<file path="src/rtl/ex_mem_stage.sv">
// EX/MEM pipeline register: captures the execute-stage result and control bits,
// and owns the architectural N/V/Z flag register read by the branch logic.
module ex_mem_stage #(
  parameter int unsigned DATA_W   = 16,
  parameter int unsigned REG_W    = 4,
  parameter logic [2:0]  FLAG_RST = 3'b000
) (
  input  logic              clk,
  input  logic              rst,
  input  logic              stall,
  input  logic              flush,
  input  logic              in_valid,
  input  logic [3:0]        opcode,
  input  logic [DATA_W-1:0] ex_result,
  input  logic [2:0]        ex_flag,
  input  logic [REG_W-1:0]  rd_in,
  input  logic              reg_write_in,
  input  logic              mem_read_in,
  input  logic              mem_write_in,
  output logic              out_valid,
  output logic [DATA_W-1:0] result,
  output logic [REG_W-1:0]  rd_out,
  output logic              reg_write_out,
  output logic              mem_read_out,
  output logic              mem_write_out,
  output logic [2:0]        flag,
  output logic [2:0]        flag_fwd
);

  localparam logic [3:0] OP_ADD = 4'b0000;
  localparam logic [3:0] OP_SUB = 4'b0001;
  localparam logic [3:0] OP_XOR = 4'b0010;
  localparam logic [3:0] OP_SLL = 4'b0100;
  localparam logic [3:0] OP_SRA = 4'b0101;
  localparam logic [3:0] OP_ROR = 4'b0110;

  logic              valid_q,     valid_d;
  logic [DATA_W-1:0] result_q,    result_d;
  logic [REG_W-1:0]  rd_q,        rd_d;
  logic              reg_write_q, reg_write_d;
  logic              mem_read_q,  mem_read_d;
  logic              mem_write_q, mem_write_d;
  logic [2:0]        flag_q,      flag_d;
  logic              accept;

  assign accept = in_valid & ~stall & ~flush;

  // Stage payload: load on accept, bubble when not stalled, otherwise hold.
  always_comb begin
    valid_d     = valid_q;
    result_d    = result_q;
    rd_d        = rd_q;
    reg_write_d = reg_write_q;
    mem_read_d  = mem_read_q;
    mem_write_d = mem_write_q;
    if (!stall) begin
      if (accept) begin
        valid_d     = 1'b1;
        result_d    = ex_result;
        rd_d        = rd_in;
        reg_write_d = reg_write_in;
        mem_read_d  = mem_read_in;
        mem_write_d = mem_write_in;
      end else begin
        valid_d     = 1'b0;
        reg_write_d = 1'b0;
        mem_read_d  = 1'b0;
        mem_write_d = 1'b0;
      end
    end
  end

  // Flag update by opcode class; logical/shift ops only touch Z.
  always_comb begin
    flag_d = flag_q;
    if (accept) begin
      case (opcode)
        OP_ADD, OP_SUB:                 flag_d = ex_flag;
        OP_XOR, OP_SLL, OP_SRA, OP_ROR: flag_d = {flag_q[2:1], ex_flag[0]};
        default:                        flag_d = flag_q;
      endcase
    end
  end

  always_ff @(posedge clk) begin
    if (rst) begin
      valid_q     <= 1'b0;
      result_q    <= '0;
      rd_q        <= '0;
      reg_write_q <= 1'b0;
      mem_read_q  <= 1'b0;
      mem_write_q <= 1'b0;
      flag_q      <= FLAG_RST;
    end else begin
      valid_q     <= valid_d;
      result_q    <= result_d;
      rd_q        <= rd_d;
      reg_write_q <= reg_write_d;
      mem_read_q  <= mem_read_d;
      mem_write_q <= mem_write_d;
      flag_q      <= flag_d;
    end
  end

  // Bypass reflects reset too, so it always matches the flag after the edge.
  assign flag_fwd      = rst ? FLAG_RST : flag_d;
  assign out_valid     = valid_q;
  assign result        = result_q;
  assign rd_out        = rd_q;
  assign reg_write_out = reg_write_q;
  assign mem_read_out  = mem_read_q;
  assign mem_write_out = mem_write_q;
  assign flag          = flag_q;

endmodule

</file>
<file path="config.mk">
export PLATFORM = sky130hd
export DESIGN_NAME = ex_mem_stage
export DESIGN_NICKNAME = d
export VERILOG_FILES = /design/src/rtl/ex_mem_stage.sv
export SDC_FILE = /design/constraint.sdc
export NUM_CORES = 1
export LEC_CHECK = 0
export CORE_UTILIZATION = 31
export DETAILED_ROUTE_END_ITERATION = 12
export PLACE_DENSITY = 0.74
export SYNTH_ARGS = -nofsm -noshare
export SYNTH_HDL_FRONTEND = slang
export SYNTH_SLANG_ARGS = --single-unit
</file>
<file path="constraint.sdc">
create_clock -name clk -period 1 [get_ports clk]
set_clock_uncertainty 0.1 [all_clocks]
set_input_delay 0.1 -clock clk [delete_from_list [all_inputs] [get_ports clk]]
set_output_delay 0.1 -clock clk [all_outputs]
set_load 0.1 [all_outputs]
</file>
## Yosys cells after proc, flatten, opt, wreduce, memory -nomap -nowiden

Cells that the tools add are included.

| word-level totals | value |
|---|---|
| bits in registers | 27 |
| latch bits | 0 |
| bits in writable memories | 0 |
| memory bits (read-only) | 0 |
| input port bits | 35 |
| output and inout bits | 30 |
| logic and storage cells | 27 |
| memories kept | 0 |

| cells by class | value |
|---|---|
| add/sub/neg operators | 0 |
| $mul | 0 |
| div/mod/pow operators | 0 |
| magnitude comparators | 0 |
| eq/ne operators | 5 |
| shift-type cells | 0 |
| mux-type cells | 7 |
| bitwise gates (word level) | 4 |
| reduce and logical (&&, ||, !) cells | 4 |

Operators with widths:

| cell | count |
|---|---|
| $eq A4 B3 Y1 const B | 3 |
| $mux W3 | 2 |
| $pmux W3 S2 | 1 |
| $eq A4 B1 Y1 const B | 1 |
| $eq A4 B2 Y1 const B | 1 |
| $logic_not A4 Y1 | 1 |
| $mux W1 | 4 |
| $reduce_or A4 Y1 | 1 |
| $and A1 B1 Y1 | 2 |
| $not A1 Y1 | 2 |
| $reduce_and A2 Y1 | 1 |
| $reduce_or A2 Y1 | 1 |

## Depth between registers and ports, before layout

| logic depth | value |
|---|---|
| word-level depth | 5 |
| mapped depth | 4 |
| gate-level depth less buffers | 3 |

## Worst setup path after synthesis

No wires, ideal clock.

| path | value |
|---|---|
| kind | flip-flop to flip-flop |
| start | register flag_q[0], in the netlist flag[0] |
| end | register flag_q[0], in the netlist flag[0] |
| setup time | 286 ps |
| arrival | 2734 ps |
| required time | 614 ps |
| slack | -2119 ps |
| cell stages (with the launch flop) | 3 |
| path buffers | 0 |
| clock period less this slack | 3119 ps |
| cell sequence | dfxtp_1 -> a21bo_2 -> a21oi_1 |

| on the way | value |
|---|---|
| longest elaborated chain between the ends | 3 |

Ends and longest elaborated chain:

| what | RTL line | text |
|---|---|---|
| start: declaration | 43 | `logic [2:0] flag_q, flag_d;` |
| start signal: assignment | 101 | `flag_q <= flag_d;` |
| $pmux W3 S2 | 77 | `case (opcode)` |
| $mux W3 (*) | 76 | `if (accept) begin` |
| $mux W3 (*) | - |  |
| named net flag_fwd[0] | 27 | `output logic [2:0] flag_fwd` |

Mark *: on every way through the listed nets, which the timed path passes. The rest lies on a longest branch.
A chain may end at the register's enable or synchronous reset.

## Worst setup path after layout

| path | value |
|---|---|
| start | input port stall |
| end | output port flag_fwd[2] |

| on the way | value |
|---|---|
| longest elaborated chain between the ends | 5 |

Ends and longest elaborated chain:

| what | RTL line | text |
|---|---|---|
| start: declaration | 10 | `input logic stall,` |
| $not A1 Y1 (no line) | - |  |
| $and A1 B1 Y1 (2 in a row) | 46 | `assign accept = in_valid & ~stall & ~flush;` |
| $mux W3 | 76 |  |
| $mux W3 | - |  |
| end: declaration | 27 |  |

No other way between the ends.

==> flow_summary.rst <==
.. list-table::
   :header-rows: 1

   * - Metric
     - Value
   * - Outcome
     - finished with violations
   * - Violated checks
     - setup timing
   * - Adder-cell area share of the yosys netlist
     - 0%
   * - Floorplan die area
     - roughly 3400 µm²
   * - Clock slew seen by the registers of the worst setup and hold paths
     - ~0.14 ns
   * - Post-Place Cells
     - ~230
   * - I/O pin cnt
     - between 60 and 70
   * - Die boundary width
     - a little under 60 µm
   * - Antenna violations before repair
     - 0
   * - Synthesized instance count
     - ~120
   * - DP Worst Slack
     - -0.967 ns
   * - Clock sink count
     - 27
   * - Post-synthesis simple-gate area fraction
     - about a quarter
   * - Number of inserted filler cells in the final layout
     - 223
   * - Post-route standard cell area excluding fillers
     - approximately 2200 µm²
   * - Core area
     - approximately 3000 µm²
   * - Number of hold-repair buffers added at the cts stage
     - 0
   * - Routed wire length
     - between 3000 and 4000 µm
   * - Sort of element at the start of the critical path
     - input pin
   * - Class of the most critical setup path
     - in -> out
   * - Total of buffers placed on input and output ports
     - 64
   * - Area of the multi-input gates
     - about 460 µm²
   * - Area growth from synthesis to layout
     - 127%
   * - Multiplexer share of the synthesized area
     - under 10%
   * - Clock buffer depth
     - 2
   * - WL per Instance
     - roughly 13 µm
   * - Synth Warn #
     - 0
   * - Final cell count without fillers
     - around 240
   * - Final critical delay including setup and external delays
     - 1.59 ns
   * - Count of vias placed by the detailed router
     - ~1100
   * - Fraction of layout cells with a size suffix above 1
     - between 40% and 50%
   * - Max Clock Freq
     - 629 MHz
   * - Worst voltage drop across the vdd grid
     - 0.710 mV
   * - Pleak
     - ~0.85 nW
   * - Category of the worst setup path capture point
     - output port
   * - Worst Slack Setup Final
     - -0.590 ns
   * - Worst slew margin
     - 78.9%
   * - Cell-by-cell trace of the critical path
     - buf_6, or3b_4, nor4_4, buf_4, mux2i_4, buf_12
   * - Post-place instance area
     - approximately 2100 µm²
   * - Class of the worst hold path
     - in -> reg
   * - Syn nets
     - 150
   * - Number of nets in the final layout
     - 230
   * - Transition at the pin with the smallest max-transition slack
     - 0.315 ns
   * - Total design power
     - about 2.3 mW
   * - Number of pins with negative max-slew slack in the final report
     - 0
   * - Initial Utilization
     - approximately 33%
   * - Sequential area share after synthesis
     - a little over half
   * - Post-synthesis compound-gate area fraction
     - around 15%
   * - Remaining antenna violation count
     - 0
   * - PD cells
     - approximately 1000 nW/µm²
   * - Pin count of the biggest net entering global routing
     - 22
   * - Cell Area, Synth
     - 985 µm²
   * - Number of optimization iterations in the first detailed-route pass
     - 3
   * - Min Hold Slack
     - 0.0712 ns
   * - Source-to-sink clock delay at the later pin of the worst-skew pair
     - 0.32 ns
   * - Critical path's slowest cell
     - or3b_4
   * - RSZ-0062 raised after global routing
     - true
   * - MaxCap Viol Count
     - 0
   * - Drt first-iter violations
     - 41
   * - Yosys cell types
     - 15
   * - Synthesized area divided by synthesized cell count
     - 8.56 µm²
   * - Share of the clock period used by the worst path after layout
     - 159%
   * - Number of CTS-inserted buffers
     - 3
   * - Hold Vio Cnt, Final
     - 0
   * - Via-to-Cell Ratio
     - ~4.5
   * - CTS tree
     - yes
   * - Antenna fix cells
     - 0
   * - Wire length of the first global-routing pass
     - 4970 µm
   * - Most frequent standard cell in the layout excluding fill and tap cells
     - nand2_1
   * - Setup TNS Final
     - -4.32 ns
   * - XOR/XNOR Fraction of Synth Area
     - 0%
   * - Crit path DAT
     - around 1.4 ns
   * - Top library cells by usage in the layout, fill and taps aside
     - nand2_1 (41), buf_12 (30), clkdlybuf4s50_1 (28)
   * - Number of register bits inferred by synthesis
     - 27
   * - Critical Path Max Stage Delay
     - ~0.4 ns
   * - Last weighted congestion value of the routability-driven placer
     - slightly below 0.8
   * - Post-route DRC
     - 0
   * - Largest family of logic cells by synthesized area
     - simple AND/OR/NAND/NOR gates
   * - Highest net fanout along the worst path
     - 2
   * - Number of levels in the clock H-tree
     - 1
   * - Sequential standard cell area
     - around 600 µm²
   * - Overall fraction of global-route tracks in use
     - around a fifth
   * - Setup-failing EPs final
     - 43
   * - Share of the core filled with cells in the final layout
     - 73.8%
   * - Core Rows
     - 20
   * - Chip Height
     - roughly 58 µm
   * - HPWL Detailed
     - roughly 2400 µm
   * - Critical path required time
     - 0.80 ns
   * - Vias in the first global route
     - ~1100
   * - Total congestion overflow
     - 0
   * - CTS root buffer
     - clkbuf_4
==> cells by family after synthesis <==
kind of cell           count (synthesis)
buffers and inverters                  7
multiplexers                           2
AO/OA/AOI/OAI                         27
AND/OR/NAND/NOR                       52
flip-flops                            27
==> layout make-up <==
type                    count  share of cell area, %
repair buffers             82                   48.9
flip-flops and latches     27                   26.8
multi-input cells          81                   20.6
well taps                  44                   2.46
clock buffers               3                   1.01
clock inverters             1                  0.224
==> sequential cells by signal, summed over array words and instances (netlist names) <==
register       count
out_valid          1
rd_out             4
result            16
mem_write_out      1
mem_read_out       1
flag               3
reg_write_out      1
==> final timing paths <==
path                          startpoint                endpoint  slack [ns]  depth (start not counted)
setup / recovery                   stall             flag_fwd[2]       -0.59                          6
hold / removal                     stall  out_valid$_SDFFE_PP0N_        0.07                          4
setup reg to reg         flag[0]$_DFF_P_         flag[0]$_DFF_P_        0.08                          2
hold reg to reg   result[7]$_SDFFE_PP0P_  result[7]$_SDFFE_PP0P_        0.38                          2
==> report_power, final <==
| group | internal, mW | switching, mW | total (mW) |
|---|---|---|---|
| Clock | 0.150 | 0.316 | 0.466 |
| Combinational | 0.298 | 0.361 | 0.659 |
| Sequential | 1.09 | 0.0327 | 1.13 |
| Total | 1.54 | 0.710 | 2.25 |
==> metal layers <==
layer / track usage, % / wire [µm] / up-vias
met4: 11.6 / 76 / 0
met5: 0 / 0 / -
li1: - / - / 536
met3: 2.86 / 152 / 6
met1: 20.4 / 1150 / 481
met2: 37.1 / 1750 / 38
==> cells in the mapped netlist (all sizes together) <==
cell	count	area share, %
clkbuf	3	1.1
nand3	1	0.51
a21oi	23	12
nand2	41	16
buf	4	2.5
nor2	3	1.1
a21bo	1	1.0
mux2i	2	2.0
nand2b	4	2.5
nor3b	1	1.3
a22oi	3	2.3
nor4	1	2.2
dfxtp	27	55
or3b	1	1.1
==> timing repair <==
item                                    in CTS  in global routing
buffers inserted                             6                  3
gates resized for setup                     18                  6
pin swaps                                    2                  3
endpoints found under the setup margin      57                 44
==> critical path: cells and delay by family <==
| kind | cells | cell delay, ns |
|---|---|---|
| multiplexers | 1 | 0.25 |
| AND/OR/NAND/NOR | 2 | 0.56 |
| buffers and inverters | 3 | 0.47 |
Power figures use the tool's default switching activity.
